--- src/rtl/ifetch_pkg.sv ---
// Shared widths, FSM encodings and helpers for the Tiny86 instruction fetch buffer.
package ifetch_pkg;

  localparam int unsigned FETCH_WORDS = 5;
  localparam int unsigned FETCH_BYTES = 16;
  localparam int unsigned WORD_BITS   = 32;
  localparam int unsigned ADDR_BITS   = 32;
  localparam int unsigned CNT_BITS    = 3;
  localparam int unsigned WIN_BITS    = FETCH_WORDS * WORD_BITS;
  localparam int unsigned INSTR_BITS  = FETCH_BYTES * 8;

  typedef enum logic [1:0] {
    IF_IDLE  = 2'd0,
    IF_ISSUE = 2'd1,
    IF_WAIT  = 2'd2
  } if_state_e;

  function automatic logic [ADDR_BITS-1:0] word_align(input logic [ADDR_BITS-1:0] a);
    return {a[ADDR_BITS-1:2], 2'b00};
  endfunction

endpackage

--- src/rtl/ifetch_window.sv ---
// Selects the 16 instruction bytes starting at byte offset off of the 20-byte window.
module ifetch_window
  import ifetch_pkg::*;
(
  input  logic [WIN_BITS-1:0]   window,
  input  logic [1:0]            off,
  output logic [INSTR_BITS-1:0] bytes
);

  always_comb begin
    bytes = window[INSTR_BITS-1:0];
    case (off)
      2'd1:    bytes = window[INSTR_BITS+7:8];
      2'd2:    bytes = window[INSTR_BITS+15:16];
      2'd3:    bytes = window[INSTR_BITS+23:24];
      default: bytes = window[INSTR_BITS-1:0];
    endcase
  end

endmodule

--- src/rtl/ifetch.sv ---
// Instruction fetch buffer: owns EIP, keeps a 5-word window of instruction memory
// and presents 16 bytes at EIP to decode; sequential targets reuse buffered words.
module ifetch
  import ifetch_pkg::*;
#(
  parameter logic [ADDR_BITS-1:0] RESET_EIP = 32'h0000_1000
) (
  input  logic                  clk,
  input  logic                  rst,
  output logic                  mem_req_valid,
  input  logic                  mem_req_ready,
  output logic [ADDR_BITS-1:0]  mem_req_addr,
  input  logic                  mem_rsp_valid,
  input  logic [WORD_BITS-1:0]  mem_rsp_data,
  output logic                  instr_valid,
  output logic [ADDR_BITS-1:0]  instr_eip,
  output logic [INSTR_BITS-1:0] instr_bytes,
  input  logic                  commit_valid,
  input  logic [ADDR_BITS-1:0]  next_eip
);

  if_state_e             state;
  logic [ADDR_BITS-1:0]  base;
  logic [ADDR_BITS-1:0]  eip;
  logic [CNT_BITS-1:0]   count;
  logic                  drop;
  logic [WORD_BITS-1:0]  wbuf [FETCH_WORDS];

  logic                  pend;
  logic [1:0]            off;
  logic                  rsp_take;
  logic                  rsp_write;
  logic                  commit;
  logic                  reuse;
  logic [ADDR_BITS-1:0]  delta;
  logic [CNT_BITS-1:0]   app_cnt;
  logic [CNT_BITS-1:0]   shift_k;
  logic [WORD_BITS-1:0]  app_buf [FETCH_WORDS];
  logic [WORD_BITS-1:0]  sh_buf  [FETCH_WORDS];
  logic [WIN_BITS-1:0]   window;
  logic [INSTR_BITS-1:0] sel_bytes;

  // Exactly one request is outstanding whenever the engine waits for data.
  assign pend      = (state == IF_WAIT);
  assign off       = eip[1:0];
  assign rsp_take  = pend & mem_rsp_valid;
  assign rsp_write = rsp_take & ~drop;

  assign instr_valid = (6'({count, 2'b00}) >= (6'(off) + 6'(FETCH_BYTES)));
  assign commit      = commit_valid & instr_valid;
  assign delta       = next_eip - base;

  assign mem_req_valid = (state == IF_ISSUE);
  assign mem_req_addr  = base + ADDR_BITS'({count, 2'b00});
  assign instr_eip     = eip;

  // Window after appending this cycle's response word.
  always_comb begin
    app_buf = wbuf;
    app_cnt = count;
    if (rsp_write) begin
      for (int i = 0; i < int'(FETCH_WORDS); i++) begin
        if (CNT_BITS'(i) == count) app_buf[i] = mem_rsp_data;
      end
      app_cnt = count + CNT_BITS'(1);
    end
  end

  assign reuse   = (delta < ADDR_BITS'({app_cnt, 2'b00}));
  assign shift_k = CNT_BITS'(delta[4:2]);

  // Shift the post-append window down by shift_k words on a reuse commit.
  always_comb begin
    sh_buf = app_buf;
    for (int i = 0; i < int'(FETCH_WORDS); i++) begin
      for (int j = 0; j < int'(FETCH_WORDS); j++) begin
        if (j == i + int'(shift_k)) sh_buf[i] = app_buf[j];
      end
    end
  end

  always_comb begin
    window = '0;
    for (int i = 0; i < int'(FETCH_WORDS); i++) begin
      window[i*WORD_BITS +: WORD_BITS] = wbuf[i];
    end
  end

  ifetch_window u_window (
    .window (window),
    .off    (off),
    .bytes  (sel_bytes)
  );

  assign instr_bytes = instr_valid ? sel_bytes : '0;

  always_ff @(posedge clk) begin
    if (rst) begin
      state <= IF_IDLE;
      base  <= word_align(RESET_EIP);
      eip   <= RESET_EIP;
      count <= '0;
      drop  <= 1'b0;
      for (int i = 0; i < int'(FETCH_WORDS); i++) wbuf[i] <= '0;
    end else begin
      unique case (state)
        IF_IDLE:  if (count < CNT_BITS'(FETCH_WORDS)) state <= IF_ISSUE;
        IF_ISSUE: if (mem_req_ready) state <= IF_WAIT;
        IF_WAIT:  if (mem_rsp_valid) state <= IF_IDLE;
        default:  state <= IF_IDLE;
      endcase

      if (commit && !reuse) begin
        // Flush: any response still to come for the old window must be discarded,
        // including a request that the memory accepts in this very cycle.
        base  <= word_align(next_eip);
        eip   <= next_eip;
        count <= '0;
        drop  <= (pend && !mem_rsp_valid) || ((state == IF_ISSUE) && mem_req_ready);
      end else if (commit) begin
        base  <= base + ADDR_BITS'({shift_k, 2'b00});
        eip   <= next_eip;
        count <= app_cnt - shift_k;
        wbuf  <= sh_buf;
        if (rsp_take) drop <= 1'b0;
      end else begin
        count <= app_cnt;
        wbuf  <= app_buf;
        if (rsp_take) drop <= 1'b0;
      end
    end
  end

endmodule

--- config.mk ---
export PLATFORM = sky130hd
export DESIGN_NAME = ifetch
export DESIGN_NICKNAME = d
export VERILOG_FILES = /design/src/rtl/ifetch_pkg.sv /design/src/rtl/ifetch_window.sv /design/src/rtl/ifetch.sv
export SDC_FILE = /design/constraint.sdc
export NUM_CORES = 1
export LEC_CHECK = 0
export ABC_AREA = 1
export CORE_ASPECT_RATIO = 1.2
export CORE_MARGIN = 4
export CORE_UTILIZATION = 23
export DETAILED_ROUTE_END_ITERATION = 12
export GPL_TIMING_DRIVEN = 0
export MAX_ROUTING_LAYER = met4
export PLACE_DENSITY = 0.45
export SLEW_MARGIN = 30
export SYNTH_ARGS = -nofsm -noshare
export SYNTH_HDL_FRONTEND = slang
export SYNTH_SLANG_ARGS = --single-unit
--- constraint.sdc ---
create_clock -name clk -period 3.6 [get_ports clk]
set_clock_uncertainty 0.1 [all_clocks]
set_input_delay 0.36 -clock clk [delete_from_list [all_inputs] [get_ports clk]]
set_output_delay 0.36 -clock clk [all_outputs]
set_load 0.01 [all_outputs]
After elaboration in Yosys (flattened, before gate mapping)
Cells that the tools add are included.
{"block": "op_classes", "n_addsub": 10, "magnitude_cmp": 3, "n_eq_ne": 32, "muxes": 45, "n_bitwise": 4, "n_reduce_logical": 16}
{"op": "$mux 32", "n": 33}
{"op": "$pmux 128 s3", "n": 1}
{"op": "$mux 160", "n": 2}
{"op": "$eq 3x32->1 const A", "n": 8}
{"op": "$eq 2x32->1 const A", "n": 4}
{"op": "$logic_not 32->1", "n": 4}
{"op": "$mux 128", "n": 1}
{"op": "$add 32x5->32", "n": 2}
{"op": "$lt 32x5->1", "n": 1}
{"op": "$sub 32x32->32", "n": 1}
{"op": "$eq 3x4->1 const A", "n": 4}
{"op": "$eq 3x3->1 const A", "n": 4}
{"op": "$eq 2x3->1 const A", "n": 3}
{"op": "$add 2x3->4 const A", "n": 2}
{"op": "$add 2x5->6 const B", "n": 1}
{"op": "$eq 2x2->1 const B", "n": 3}
{"op": "$ge 5x6->1", "n": 1}
{"op": "$mux 2", "n": 3}
{"op": "$mux 3", "n": 2}
{"op": "$pmux 2 s3", "n": 1}
{"op": "$add 1x3->4 const A", "n": 1}
{"op": "$add 3x3->4 const A", "n": 1}
{"op": "$eq 2x1->1 const B", "n": 2}
{"op": "$ne 2x2->1 const B", "n": 2}
{"op": "16 further kinds", "n": 23}
{"block": "word_totals", "regBits": 230, "inputBits": 69, "out_inout_bits": 194, "wordCells": 121}

Longest topological paths before layout
{"block": "logic_depth", "depth_word": 10, "depth_mapped": 24, "depth_no_buf": 22}

Modules after synthesis
A second synthesis with hierarchy kept.
{"block": "unflattened", "hier_cells": 4581, "hier_area_um2": 24895.1}
{"module": "ifetch", "instances": 1, "cells_each": 3813, "area_each_um2": 21013.9, "seq_area_each_um2": 4564.4}
{"module": "ifetch_window", "instances": 1, "cells_each": 768, "area_each_um2": 3881.2, "seq_area_each_um2": 0.0}

Worst setup path before layout
Ideal clock, no wire load.
{"block": "synth_path", "path_type": "input-to-reg", "startpoint": "input port next_eip[2]", "endpoint": "register base[12]", "setup_time_ps": 130, "t_arrival_ps": 3145, "t_required_ps": 3370, "setup_slack_ps": 225, "stages": 21, "path_cell_list": "inv_1 -> ha_1 -> fa_1 -> xnor2_2 -> ha_1 -> a21oi_1 -> nand2_1 -> nor2_1 -> nand3_1 -> nor2_1 -> nand2_1 -> nor2_1 -> nand2_1 -> nor2_1 -> nand2_2 -> nand2_4 -> inv_2 -> buf_4 -> buf_2 -> nand2_1 -> o211ai_1"}
{"block": "synth_via", "elab_chain_len": 5}
{"element": "start: declaration", "line_no": "ifetch.sv:19", "text": "input logic [ADDR_BITS-1:0] next_eip"}
{"element": "$sub 32x32->32 *", "line_no": "ifetch.sv:51", "text": "assign delta = next_eip - base;"}
{"element": "$lt 32x5->1", "line_no": "ifetch.sv:69", "text": "assign reuse = (delta < ADDR_BITS'({app_cnt, 2'b00}));"}
{"element": "$logic_not 1->1", "line_no": "ifetch.sv:113", "text": "if (commit && !reuse) begin"}
{"element": "$logic_and 1x1->1", "line_no": "ifetch.sv:113"}
{"element": "$mux 32 / $reduce_bool 2->1 (equally long branches)"}
{"element": "end signal: assignment", "line_no": "ifetch.sv:100", "text": "base <= word_align(RESET_EIP);"}
{"element": "end signal: assignment", "line_no": "ifetch.sv:116", "text": "base <= word_align(next_eip);"}
{"element": "end signal: assignment", "line_no": "ifetch.sv:121", "text": "base <= base + ADDR_BITS'({shift_k, 2'b00});"}
{"element": "end: declaration", "line_no": "ifetch.sv:23", "text": "logic [ADDR_BITS-1:0] base;"}
Every way passes the cells marked *; elsewhere a longest branch is shown, timed or not. The select of a mux whose other input is x is not followed.
A chain may end at the register's enable or synchronous reset.

Worst setup path in the final report
{"block": "layout_path", "startpoint": "register state[0]", "endpoint": "register wbuf[128] (netlist bit)"}
{"block": "layout_via", "elab_chain_len": 9}
{"element": "start: declaration", "line_no": "ifetch.sv:22", "text": "if_state_e state;"}
{"element": "start signal: assignment", "line_no": "ifetch.sv:99", "text": "state <= IF_IDLE;"}
{"element": "start signal: assignment", "line_no": "ifetch.sv:107", "text": "IF_IDLE: if (count < CNT_BITS'(FETCH_WORDS)) state <= IF_ISSUE;"}
{"element": "start signal: assignment", "line_no": "ifetch.sv:108", "text": "IF_ISSUE: if (mem_req_ready) state <= IF_WAIT;"}
{"element": "$eq 2x2->1 *", "line_no": "ifetch.sv:44", "text": "assign pend = (state == IF_WAIT);"}
{"element": "$and 1x1->1 *", "line_no": "ifetch.sv:46", "text": "assign rsp_take = pend & mem_rsp_valid;"}
{"element": "$and 1x1->1 *", "line_no": "ifetch.sv:47", "text": "assign rsp_write = rsp_take & ~drop;"}
{"element": "branches (longest 6 deep; another with $lt 32x5->1)"}
{"element": "end signal: assignment", "line_no": "ifetch.sv:124", "text": "wbuf <= sh_buf;"}
{"element": "end signal: assignment", "line_no": "ifetch.sv:128", "text": "wbuf <= app_buf;"}
{"element": "end: declaration", "line_no": "ifetch.sv:27", "text": "logic [WORD_BITS-1:0] wbuf [FETCH_WORDS];"}
Every way passes the cells marked *.

==> results.ini <==
[synthesis]
synth.ff_latch_count=228
mappedNetlistArea_um2=23500
seq_area_frac_synth=0.194
edff_count_synth=0
post_synth_inst_count=4173
yosysWarnings=0
synth_top_cells_by_count=nand2_1, o21ai_0, a21oi_1
synthArstFlopShare=0
cell_types_with_the_largest_area_share_after_synthesis=nand2_1, dfxtp_1, o21ai_0
library_cells_used_by_synthesis=43
synth.most_common_cell=nand2_1
most_used_flip_flop_cell_after_synthesis=dfxtp_1
yosysTopAreaCell=nand2_1
syn_avg_cell_area_um2=5.64
synth_top_area_share=0.197

[global_routing]
grtUsageTotal=0.345
first_global_vias=32485
grt_antenna_before_repair=18
grt_max_degree=12
global_route.overflow_total=0
first_pass_grt_wire_length_um=253000

[hold_path]
worst_hold_path.num_cells=3
min-delay-path-class=primary input to flop
min_to=base[2]
hold_path.startpoint=next_eip[2]

[cts]
cts_root_buf=clkbuf_16
clk_buf_depth=3
cts_max_level=2
cts_made_buffers=35
clock_sinks=228
clock_insertion_delay_at_the_later_pin_of_the_skew_report_ns=0.60
cts_tree=done
clkTransAtPathRegs_ns=0.06

[worst_setup_path]
crit_type=flop to flop
reg2reg_from=state[0]
timing.critical_path.arrival_ns=4.34
launching_element_of_the_worst_setup_path=state[0]
reg2reg_to=wbuf[128]
worst_setup_path_start_kind=flop
crit_fanout=10
end_kind=flop
critical_path_required_ns=4.02
r2r_cells=12
reg2reg_setup_slack_ns=-0.32

[die]
die_x_um=300
rows=128
placeableCoreArea_um2=102000
initial_core_util=0.232
floorplan_die_area_um2=108000
io_pins=263
die_y_um=358

[timing]
max_freq_ghz=0.255
final_max_slew_viol_count=0
worst_slew_pin_slew_ns=1.13
layout_worst_path_cycle_share=1.09
layout_setup_ws_ns=-0.315
slew_headroom=0.249
setup_viol=219
finalWorstPathRequiredPeriod_ns=3.92
rsz0062_at_grt=true
timing_hold_violations_final=0

[routing]
firstDrtPassIters=6
drtAntennaViolNets=0
via_count=33149
drt-vias-per-instance=5.60
drt-total-wl_um=189000
drt_first_iter_violations=3311
drc_errors=0
wl_per_cell_um=32.0

[final_layout]
post_layout_nonfiller_instances=5915
sequential_cell_area_um2=4580
final_layout_size_suffix_gt1_frac=0.0895
final_design_area_no_fill_um2=30700
multiInputGateArea_um2=16800
nNetsFinal=4635
area_delta_synth_final_pct=30.6
filler_cell_count=11858

[job]
max_cap_violations=0

[place]
placed_area_um2=27900
gp_routability_congestion=1.04
dpl.cell_count=5802
post-dp-hpwl_um=156000
place_ws_ns=-1.77
port_buffers=260

[pwr]
total_switching_power_mw=3.84
power.sequential.fraction=0.292
internal_power_mw=5.64
irDropWorstVdd_v=0.000296
power-per-cell-area_nw_per_um2=309
netSwitchingFraction=0.405
pwr-share-comb=0.327
clock_power_share=0.381
power_leakage_nw=12.1

[status]
run_status=finished, violations left
violations_in_the_final_reports=setup timing

[layout by cell type, fill, tap and decap left out, types with 14 or more instances in the layout]
master and instances:
nor3_1 49, inv_1 375, clkbuf_2 58, o211ai_1 113, diode_2 14, o21ai_1 184
dlygate4sd2_1 105, ha_1 45, o221ai_1 22, nor2_2 19, nand2_2 19, buf_6 21
a221oi_1 128, nand3_1 100, buf_2 29, buf_4 30, buf_12 20, clkbuf_16 42
clkdlybuf4s50_1 143, nor2_1 268, nor2_4 15, a21oi_1 439, nand2_1 1214, clkbuf_1 163
o21ai_0 367, dfxtp_1 220, nand4_1 16, a211oi_2 31, xor2_1 48, a211oi_1 68
[metal layers]
| layer | global-route usage | wire length [um] | share of wire | up-vias |
|---|---|---|---|---|
| met3 | 0.0635 | 12900 | 0.068 | 694 |
| met5 | - | 0 | 0 | - |
| met2 | 0.578 | 89200 | 0.47 | 1737 |
| met1 | 0.348 | 66900 | 0.35 | 15825 |
| met4 | 0.299 | 20200 | 0.11 | 0 |
| li1 | - | - | - | 14893 |
[layout make-up]
type | count | area share
diodes | 14 | 0.00114
plain buffers | 315 | 0.0618
clock buffers | 43 | 0.0308
clock inverters | 17 | 0.00692
inverters | 392 | 0.0486
multi-input cells | 3236 | 0.547
flip-flops and latches | 228 | 0.149
well taps | 1365 | 0.0556
repair buffers | 305 | 0.0996
[critical path: stages (launching register included)]
cell,delay [ns]
dfxtp_1,0.30
inv_1,0.09
nand3_2,0.10
nor2_4,0.24
nand3_1,0.73
clkbuf_1,0.43
o21ai_0,0.81
inv_1,0.32
o21ai_0,0.31
nand2_1,0.13
nand2_1,0.10
nand2_1,0.06
a21oi_1,0.13
[kinds of logic after synthesis]
group,count (synthesis),synth area share
simple gates,1740,0.293
flops,228,0.194
other cells,1,0.000159
xor+xnor,56,0.0212
buf+inv,710,0.120
fa+ha+maj,53,0.0295
compound gates,1385,0.342
[repair_timing]
| item | in CTS | in global routing |
|---|---|---|
| hold buffers | 0 | 0 |
| setup buffers | 21 | 11 |
| gates resized for setup | 421 | 144 |
| pin swaps | 16 | 22 |
| endpoints found under the setup margin | 379 | 275 |
| cloned | 3 | 7 |
[through the flow]
step / setup TNS (ns) / hold slack [ns] / utilization / power [mW]
after floorplan: 0 / 0.340 / - / 4.32
after global placement: -499.40 / 0.351 / 0.274 / 5.61
after detailed placement: -422.82 / 0.356 / 0.275 / 5.61
after CTS: -33.10 / 0.0957 / 0.297 / 9.37
after global routing: -52.44 / 0.137 / 0.303 / 9.81
final: -19.64 / 0.0985 / 0.303 / 9.48
[power by group through the flow]
stage               Sequential, mW  Combinational [mW]  Clock [mW]
CTS                           2.76                2.95        3.66
detailed placement            2.81                2.80           0
global placement              2.81                2.80           0
finish                        2.77                3.10        3.62
global route                  2.76                3.28        3.77
floorplan                     2.72                1.61           0
[registers in the layout, indices dropped and copies added (netlist names)]
signal     cells
drop           1
instr_eip     32
state          2
base          30
count          3
wbuf         160
[worst max path at each step]
stage	endpoint	slack [ns]	cells after the start
CTS	wbuf[65]	-0.23	20
global placement	wbuf[107]	-1.87	16
global route	wbuf[65]	-0.31	20
finish	wbuf[128]	-0.32	12
detailed placement	wbuf[65]	-1.77	17
floorplan	base[12]	0.22	21
Note: power is estimated with default switching activity, not from simulation.
